$ cat config.mk
export PLATFORM = sky130hd
export DESIGN_NAME = signed_divider_flat
export DESIGN_NICKNAME = d
export VERILOG_FILES = /design/src/rtl/signed_divider_pkg.sv /design/src/rtl/signed_divider_if.sv /design/src/rtl/signed_divider_div_step.sv /design/src/rtl/signed_divider.sv /design/src/flat_wrapper.sv
export SDC_FILE = /design/constraint.sdc
export NUM_CORES = 1
export LEC_CHECK = 0
export ABC_AREA = 1
export BUFFER_PORTS_ARGS = -buffer_cell sky130_fd_sc_hd__buf_2
export CAP_MARGIN = 40
export CORE_ASPECT_RATIO = 0.8
export CORE_UTILIZATION = 50
export CTS_CLUSTER_DIAMETER = 80
export CTS_CLUSTER_SIZE = 10
export DETAILED_ROUTE_END_ITERATION = 16
export PLACE_DENSITY = 0.78
export SYNTH_ARGS = -nofsm -noshare
export SYNTH_HDL_FRONTEND = slang
export SYNTH_SLANG_ARGS = --single-unit
$ cat constraint.sdc
create_clock -name clock -period 3.8 [get_ports clock]
set_input_delay 0.19 -clock clock [delete_from_list [all_inputs] [get_ports clock]]
set_output_delay 0.19 -clock clock [all_outputs]
set_load 0.01 [all_outputs]
$ cat src/rtl/signed_divider_pkg.sv
// signed_divider_pkg
//   Shared definitions for the signed divider: default operand widths, the
//   controller state encoding and a helper that sizes the step counter.
//   The state encoding is the same one the matching 7x7 signed multiplier
//   uses, so one harness can drive either block.
package signed_divider_pkg;

  localparam int DEF_DW = 14;  // dividend / quotient / product width
  localparam int DEF_VW = 7;   // divisor / remainder / operand width

  typedef enum logic [1:0] {
    ST_IDLE   = 2'd0,
    ST_DIVIDE = 2'd1,
    ST_FIX    = 2'd2,
    ST_DONE   = 2'd3
  } state_t;

  // Bits needed for a down-counter that starts at n-1.
  function automatic int cnt_width(input int n);
    return (n <= 2) ? 1 : $clog2(n);
  endfunction

endpackage

$ cat src/rtl/signed_divider_if.sv
// signed_divider_if
//   start/done request bus of the signed divider.
//   master: drives start, dividend, divisor; observes the result.
//   slave : the divider; drives quotient, remainder, done, div_by_zero,
//           overflow.
interface signed_divider_if
  import signed_divider_pkg::*;
#(
  parameter int DW = DEF_DW,
  parameter int VW = DEF_VW
);

  logic          start;
  logic [DW-1:0] dividend;
  logic [VW-1:0] divisor;
  logic [DW-1:0] quotient;
  logic [VW-1:0] remainder;
  logic          done;
  logic          div_by_zero;
  logic          overflow;

  modport master (
    output start, dividend, divisor,
    input  quotient, remainder, done, div_by_zero, overflow
  );

  modport slave (
    input  start, dividend, divisor,
    output quotient, remainder, done, div_by_zero, overflow
  );

endinterface

$ cat src/rtl/signed_divider_div_step.sv
// signed_divider_div_step
//   One combinational restoring-division iteration on magnitudes.
//   rem_in  : partial remainder (VW+1 bits, always < dvs_mag)
//   bit_in  : next dividend magnitude bit, MSB first
//   dvs_mag : |divisor|
//   rem_out : next partial remainder
//   q_bit   : quotient bit produced by this step
module signed_divider_div_step
  import signed_divider_pkg::*;
#(
  parameter int VW = DEF_VW
) (
  input  logic [VW:0]   rem_in,
  input  logic          bit_in,
  input  logic [VW-1:0] dvs_mag,
  output logic [VW:0]   rem_out,
  output logic          q_bit
);

  logic [VW+1:0] shifted;
  logic [VW+1:0] dvs_ext;
  logic [VW+1:0] diff;

  // Since rem_in < dvs_mag, the shifted value is < 2*dvs_mag, so the
  // trial difference always fits and its MSB is a valid sign bit.
  assign shifted = {rem_in, bit_in};
  assign dvs_ext = {2'b00, dvs_mag};
  assign diff    = shifted - dvs_ext;
  assign q_bit   = ~diff[VW+1];
  assign rem_out = q_bit ? diff[VW:0] : shifted[VW:0];

endmodule

$ cat src/rtl/signed_divider.sv
// signed_divider
//   Sequential restoring signed divider (inverse of the 7x7 signed
//   multiplier). Divides a DW-bit two's-complement dividend by a VW-bit
//   divisor; quotient truncates toward zero, remainder takes the sign of
//   the dividend. Result after DW+1 edges; divide-by-zero after one edge.
//   clock : rising-edge clock
//   reset : asynchronous, active-low
//   bus   : slave side of signed_divider_if (start/operands in,
//           quotient/remainder/done/div_by_zero/overflow out)
module signed_divider
  import signed_divider_pkg::*;
#(
  parameter int DW = DEF_DW,
  parameter int VW = DEF_VW
) (
  input  logic           clock,
  input  logic           reset,
  signed_divider_if.slave bus
);

  localparam int            CW       = cnt_width(DW);
  localparam logic [CW-1:0] CNT_LAST = CW'(DW - 1);
  localparam logic [DW-1:0] Q_MIN    = {1'b1, {(DW-1){1'b0}}};

  state_t        state_reg, state_next;
  logic [DW-1:0] dq_reg, dq_next;        // dividend magnitude in, quotient magnitude out
  logic [VW:0]   rem_reg, rem_next;      // partial remainder magnitude
  logic [VW-1:0] dvs_reg, dvs_next;      // |divisor|
  logic [CW-1:0] cnt_reg, cnt_next;
  logic          sign_q_reg, sign_q_next;
  logic          sign_r_reg, sign_r_next;
  logic [DW-1:0] quotient_reg, quotient_next;
  logic [VW-1:0] remainder_reg, remainder_next;
  logic          done_reg, done_next;
  logic          dbz_reg, dbz_next;
  logic          ovf_reg, ovf_next;

  logic [VW:0]   step_rem;
  logic          step_q;

  signed_divider_div_step #(.VW(VW)) u_step (
    .rem_in  (rem_reg),
    .bit_in  (dq_reg[DW-1]),
    .dvs_mag (dvs_reg),
    .rem_out (step_rem),
    .q_bit   (step_q)
  );

  always_ff @(posedge clock or negedge reset) begin
    if (!reset) begin
      state_reg     <= ST_IDLE;
      dq_reg        <= '0;
      rem_reg       <= '0;
      dvs_reg       <= '0;
      cnt_reg       <= '0;
      sign_q_reg    <= 1'b0;
      sign_r_reg    <= 1'b0;
      quotient_reg  <= '0;
      remainder_reg <= '0;
      done_reg      <= 1'b0;
      dbz_reg       <= 1'b0;
      ovf_reg       <= 1'b0;
    end else begin
      state_reg     <= state_next;
      dq_reg        <= dq_next;
      rem_reg       <= rem_next;
      dvs_reg       <= dvs_next;
      cnt_reg       <= cnt_next;
      sign_q_reg    <= sign_q_next;
      sign_r_reg    <= sign_r_next;
      quotient_reg  <= quotient_next;
      remainder_reg <= remainder_next;
      done_reg      <= done_next;
      dbz_reg       <= dbz_next;
      ovf_reg       <= ovf_next;
    end
  end

  always_comb begin
    state_next     = state_reg;
    dq_next        = dq_reg;
    rem_next       = rem_reg;
    dvs_next       = dvs_reg;
    cnt_next       = cnt_reg;
    sign_q_next    = sign_q_reg;
    sign_r_next    = sign_r_reg;
    quotient_next  = quotient_reg;
    remainder_next = remainder_reg;
    done_next      = done_reg;
    dbz_next       = dbz_reg;
    ovf_next       = ovf_reg;

    unique case (state_reg)
      ST_IDLE, ST_DONE: begin
        if (bus.start) begin
          done_next = 1'b0;
          dbz_next  = 1'b0;
          ovf_next  = 1'b0;
          if (bus.divisor == '0) begin
            // Zero divisor short-circuits straight to a flagged result.
            quotient_next  = '0;
            remainder_next = '0;
            done_next      = 1'b1;
            dbz_next       = 1'b1;
            state_next     = ST_DONE;
          end else begin
            // Magnitudes are unsigned, so the most negative dividend
            // becomes 2^(DW-1) without loss.
            dq_next     = bus.dividend[DW-1] ? -bus.dividend : bus.dividend;
            dvs_next    = bus.divisor[VW-1] ? -bus.divisor : bus.divisor;
            rem_next    = '0;
            sign_q_next = bus.dividend[DW-1] ^ bus.divisor[VW-1];
            sign_r_next = bus.dividend[DW-1];
            cnt_next    = CNT_LAST;
            state_next  = ST_DIVIDE;
          end
        end
      end

      ST_DIVIDE: begin
        // Dividend bits leave at the top while quotient bits enter at
        // the bottom, so after DW steps dq holds the quotient magnitude.
        dq_next  = {dq_reg[DW-2:0], step_q};
        rem_next = step_rem;
        if (cnt_reg == '0) begin
          state_next = ST_FIX;
        end else begin
          cnt_next = cnt_reg - 1'b1;
        end
      end

      ST_FIX: begin
        quotient_next  = sign_q_reg ? -dq_reg : dq_reg;
        remainder_next = sign_r_reg ? -rem_reg[VW-1:0] : rem_reg[VW-1:0];
        // A positive quotient of 2^(DW-1) is unrepresentable; the wrapped
        // pattern is left on quotient and flagged.
        ovf_next       = (dq_reg == Q_MIN) && !sign_q_reg;
        done_next      = 1'b1;
        state_next     = ST_DONE;
      end

      default: state_next = ST_IDLE;
    endcase
  end

  assign bus.quotient    = quotient_reg;
  assign bus.remainder   = remainder_reg;
  assign bus.done        = done_reg;
  assign bus.div_by_zero = dbz_reg;
  assign bus.overflow    = ovf_reg;

endmodule

$ cat src/flat_wrapper.sv
// flat-port wrapper written by rule: the top's interface ports become plain ports
module signed_divider_flat import signed_divider_pkg::*;
#(
  parameter int DW = DEF_DW,
  parameter int VW = DEF_VW
)
  (clock, reset, bus_start, bus_dividend, bus_divisor, bus_quotient, bus_remainder, bus_done, bus_div_by_zero, bus_overflow);
  signed_divider_if #(.DW(DW), .VW(VW)) bus_i ();
  input  logic clock;
  input  logic reset;
  input wire logic [$bits(bus_i.start)-1:0] bus_start;
  input wire logic [$bits(bus_i.dividend)-1:0] bus_dividend;
  input wire logic [$bits(bus_i.divisor)-1:0] bus_divisor;
  output wire logic [$bits(bus_i.quotient)-1:0] bus_quotient;
  output wire logic [$bits(bus_i.remainder)-1:0] bus_remainder;
  output wire logic [$bits(bus_i.done)-1:0] bus_done;
  output wire logic [$bits(bus_i.div_by_zero)-1:0] bus_div_by_zero;
  output wire logic [$bits(bus_i.overflow)-1:0] bus_overflow;
  assign bus_i.start = bus_start;
  assign bus_i.dividend = bus_dividend;
  assign bus_i.divisor = bus_divisor;
  assign bus_quotient = bus_i.quotient;
  assign bus_remainder = bus_i.remainder;
  assign bus_done = bus_i.done;
  assign bus_div_by_zero = bus_i.div_by_zero;
  assign bus_overflow = bus_i.overflow;
  signed_divider #(.DW(DW), .VW(VW)) u_core (.clock(clock), .reset(reset), .bus(bus_i));
endmodule
Word-level counts from Yosys, hierarchy flattened
Index checks and enable logic that the tools add are counted.
{ "word_totals": {"ff_bits": 61, "input_bits": 24, "output_inout_bits": 24, "elab_cells": 75} }
{ "classes": {"n_addsub": 6, "n_eq_ne": 9, "mux": 30, "bitwise_logic": 3, "n_reduce_logical": 15} }
{ "ops": {"columns": ["operator", "n"], "rows": [
  ["$mux W14", 6],
  ["$pmux W14 S2", 2],
  ["$mux W7", 4],
  ["$neg A14 Y14", 2],
  ["$mux W8", 3],
  ["$pmux W8 S2", 1],
  ["$eq A14 B14 Y1 const B", 1],
  ["$neg A7 Y7", 2],
  ["$pmux W7 S2", 1],
  ["$mux W4", 3],
  ["$reduce_and A3 Y1", 3],
  ["$sub A9 B7 Y9", 1],
  ["$pmux W4 S2", 1],
  ["$logic_not A7 Y1", 1],
  ["$mux W2", 3],
  ["$ne A2 B2 Y1 const B", 3],
  ["$pmux W2 S3", 1],
  ["$reduce_and A2 Y1", 3],
  ["$eq A2 B2 Y1 const B", 2],
  ["$logic_not A4 Y1", 1],
  ["$ne A2 B1 Y1 const B", 2],
  ["$pmux W1 S2", 2],
  ["$reduce_and A4 Y1", 1],
  ["$reduce_bool A2 Y1", 2],
  ["9 further kinds", 12]
]} }

Longest topological paths before layout
{ "logic_depth": {"word_depth": 5, "depth_mapped": 13, "ltp_nobuf": 13} }

Hierarchy
A second synthesis with hierarchy kept.
{ "hier_totals": {"cells_unflattened": 592, "hier_area_um2": 4217.8} }
{ "by_module_without_submodules": {"columns": ["module", "n_inst", "cells_each", "area_each_um2", "seq_area_each_um2"], "rows": [
  ["signed_divider", 1, 487, 3652.3, 1526.5],
  ["signed_divider_div_step", 1, 105, 565.5, 0.0]
]} }

Worst setup path after synthesis
OpenSTA, ideal clock, no wires.
{ "synth_path": {"kind": "register to register", "startpoint": "register u_core.dq_reg[13]", "endpoint": "register u_core.rem_reg[7]", "setup_time_ns": 0.117, "t_arrival_ns": 1.745, "required_ns": 3.683, "slack_ns": 1.938, "stages_incl_launch_ff": 13, "path_buffers": 0, "synth_period_minus_slack_ns": 1.862, "path_cell_list": "dfrtp_1 -> inv_1 -> ha_1 -> inv_1 -> fa_1 -> nand3_1 -> nand3_2 -> nand2_2 -> nand3_4 -> nand2_4 -> nand2_1 -> nand3_1 -> nand2_1"} }
{ "synth_via": {"elab_chain_len": 3} }
{ "synth_lines": {"columns": ["item", "line_no", "text"], "rows": [
  ["start, declared", "signed_divider.sv:26", "logic [DW-1:0] dq_reg, dq_next;"],
  ["start signal, assigned", "signed_divider.sv:65", "dq_reg <= dq_next;"],
  ["$sub A9 B7 Y9", "signed_divider_div_step.sv:28", "assign diff = shifted - dvs_ext;"],
  ["$mux W8", "signed_divider_div_step.sv:30", "assign rem_out = q_bit ? diff[VW:0] : shifted[VW:0];"],
  ["$pmux W8 S2", "signed_divider.sv:93", "unique case (state_reg)"],
  ["end signal, assigned", "signed_divider.sv:66", "rem_reg <= rem_next;"],
  ["end, declared", "signed_divider.sv:27", "logic [VW:0] rem_reg, rem_next;"]
]} }
No other way between the ends.
A chain may end at the register's enable or synchronous reset.

Final worst setup path
{ "layout_path": {"startpoint": "register u_core.dq_reg[13]", "endpoint": "register u_core.rem_reg[6]"} }
The elaborated chain is that of the path after synthesis.

==> run metrics <==
status=completed; fin crit share=0.542; WP buf/inv=2; wire length per cell=roughly 13 µm; gr ovfl total=0; critical path's slowest cell=dfrtp_1; DP HPWL=slightly above 7000 µm; CTS H-tree depth=3; TritonCTS Sinks=between 60 and 70; cts repair resizes=0; total number of vias=~3,800; pwr dens=between 800 and 900 nW/µm²; DRT Pass-1 Iters=4; Setup TNS=0 ns; Worst EP arrival=around 2.3 ns; IO Port Bufs=47; vias per cell=between 5 and 6; n_diodes=0; GPL Wtd Cong=between 0.8 and 0.9; CP Launch Type=flip-flop; nets=roughly 660; synth-to-layout area growth=11.8%; clk slew on worst S/H paths=about 0.07 ns; Mapped Nets=613; Crit path required time=approximately 4.0 ns; cells along the critical path=inv_1, ha_1, inv_1, fa_1, nand3_1, nand3_2, nand2_2, nand3_4, nand2_4, nand2_1, nand3_1, nand2_1; DRC viols=0; Final setup viols=0; register area share after synthesis=0.373; critical path fanouts, max=9; Synth top area share=0.373; Routed Antenna Nets=0; Synth Instances=573; Max Clock Skew=0.00808 ns; vias in the first global route=about 3,400; maximum vdd drop=0.714 mV; Hold Crit Class=primary input to flip-flop; Crit path max-delay family=simple AND/OR/NAND/NOR gates; total routed wirelength=9360 µm; initial drt markers=around 250; Yosys top cell by area=dfrtp_1; Synth area leaders=dfrtp_1 37%, nand2_1 18%, nand3_1 7.2%, inv_1 6.6%, ha_1 4.6%; initial core utilization=0.516; Synth Area per Inst=7.15 µm²; All-Layer GR Usage=0.237; Row Count=29; Yosys cell types=33; crit path kind=flip-flop to flip-flop; worst-case clock buffer depth=2; die extent in y=83.0 µm; fin cells=~730; RSZ-0062 raised after global routing=no; synthesized cell area=~4100 µm²; total core area=between 7000 and 8000 µm²; Clock Tree Root=clkbuf_8; fillers=about 760; Inst Count DP=between 700 and 800; postcts setup bufs=0; Slew headroom=0.728; Hold Vio Cnt, Final=0; max incr delay on CP=around 0.4 ns; I/O pin count=48; die width=a little over 100 µm; largest net degree at the start of global routing=35; Slew Viols, Final=0; clock tree from TritonCTS=done; critical path capture point type=flip-flop; share of cells above drive strength 1=0.144; CTS Hold Bufs=1; leakage=2.57 nW; initial antenna violation count=0; Worst-Skew Late Latency=0.35 ns; Num CTS Buffers=9; Die ar.=approximately 8600 µm²; Max Cap Viol=0; synth warn=0; min cycle time layout=slightly above 2 ns; flops & latches, synth=about 60; first-pass GRT wire length=roughly 16,000 µm; highest achievable clock rate=485 MHz; Worst-Margin Slew=just over 0.4 ns
-- kinds of logic after synthesis --
| group | Yosys count | share of synthesized area |
|---|---|---|
| DFF | 61 | 0.373 |
| xor gates and xnor gates | 22 | 0.0470 |
| and+or+nand+nor | 324 | 0.351 |
| buffers and inverters | 91 | 0.0965 |
| adders and majority gates | 16 | 0.0507 |
| AOI/OAI and AO/OA | 59 | 0.0819 |
-- final timing paths --
kind	start	end	slack [ns]	depth (start not counted)
setup / recovery	u_core.dq_reg[13]	u_core.rem_reg[6]	1.74	12
hold / removal	bus_divisor[0]	u_core.dvs_reg[0]	0.13	3
setup reg to reg	u_core.dq_reg[13]	u_core.rem_reg[6]	1.74	12
hold reg to reg	u_core.cnt_reg[0]	u_core.cnt_reg[0]	0.48	1
max in group asynchronous	reset	u_core.dvs_reg[4]	2.98	3
min in group asynchronous	reset	u_core.bus.quotient[4]	0.28	2
-- synth_stat cells, drive strengths merged --
cell and n:
inv 77, clkinv 1, nand4 7, a22oi 2, xnor2 4, dfrtp 61
nand3b 2, nand2 203, o211ai 6, fa 1, buf 11, o31ai 1
ha 15, o22ai 1, nand3 63, nor2 49, o21ai 34, clkbuf 2
a21oi 15, xor2 18
-- layout make-up --
| class | instances | area, µm² | share of cell area |
|---|---|---|---|
| clock buffer | 11 | 151 | 0.0331 |
| timing repair buffer | 50 | 273 | 0.0596 |
| clock inverter | 4 | 23.8 | 0.00519 |
| tap | 108 | 135 | 0.0295 |
| inverter | 78 | 294 | 0.0642 |
| sequential | 61 | 1530 | 0.333 |
| multi-input combinational | 421 | 2170 | 0.475 |
-- cells in the final DEF, fill, tap and decap left out, types with 5 or more instances in the layout --
master and count:
nand2_4 6, nor2_1 45, dfrtp_1 61, nand4_1 7, a21oi_1 14, ha_1 15, o211ai_1 6, xor2_1 18
o21ai_0 21, o21ai_1 13, nand3_1 59, inv_2 5, buf_2 47, clkbuf_8 11, nand2_1 193, inv_1 72
-- metrics by stage --
stage	setup WS [ns]	hold slack [ns]	cell area, µm²	power (mW)	utilization
6_report	1.74	0.132	4580	3.77	0.576
5_1_grt	1.55	0.145	4580	4.14	0.576
4_1_cts	1.75	0.125	4580	3.77	0.576
3_5_place_dp	1.76	0.122	4390	3.23	0.553
3_3_place_gp	1.84	0.424	4370	3.15	0.550
2_1_floorplan	1.94	-0.106	4100	2.80	-
-- report_power, final --
group | total, mW | internal, mW | switching [mW]
combinational | 2.11 | 0.716 | 1.39
sequential | 1.14 | 0.917 | 0.221
clock | 0.524 | 0.266 | 0.258
-- worst reg2reg max path, cell delays in order (launching register included) --
cell and delay, ns:
dfrtp_1 0.41, inv_1 0.12, ha_1 0.16, inv_1 0.07, fa_1 0.40, nand3_1 0.12
nand3_2 0.10, nand2_2 0.13, nand3_4 0.14, nand2_4 0.13, nand2_1 0.06, nand3_1 0.07
nand2_1 0.06
-- metal layers --
metal / share of wire / global-route usage / routed length, µm / up-vias
li1: - / - / - / 1909
met1: 0.49 / 0.339 / 4600 / 1775
met2: 0.44 / 0.359 / 4140 / 116
met3: 0.058 / 0.0598 / 540 / 7
met4: 0.0079 / 0.0525 / 74 / 0
met5: 0 / 0 / 0 / -
(Power assumes the default switching activity.)
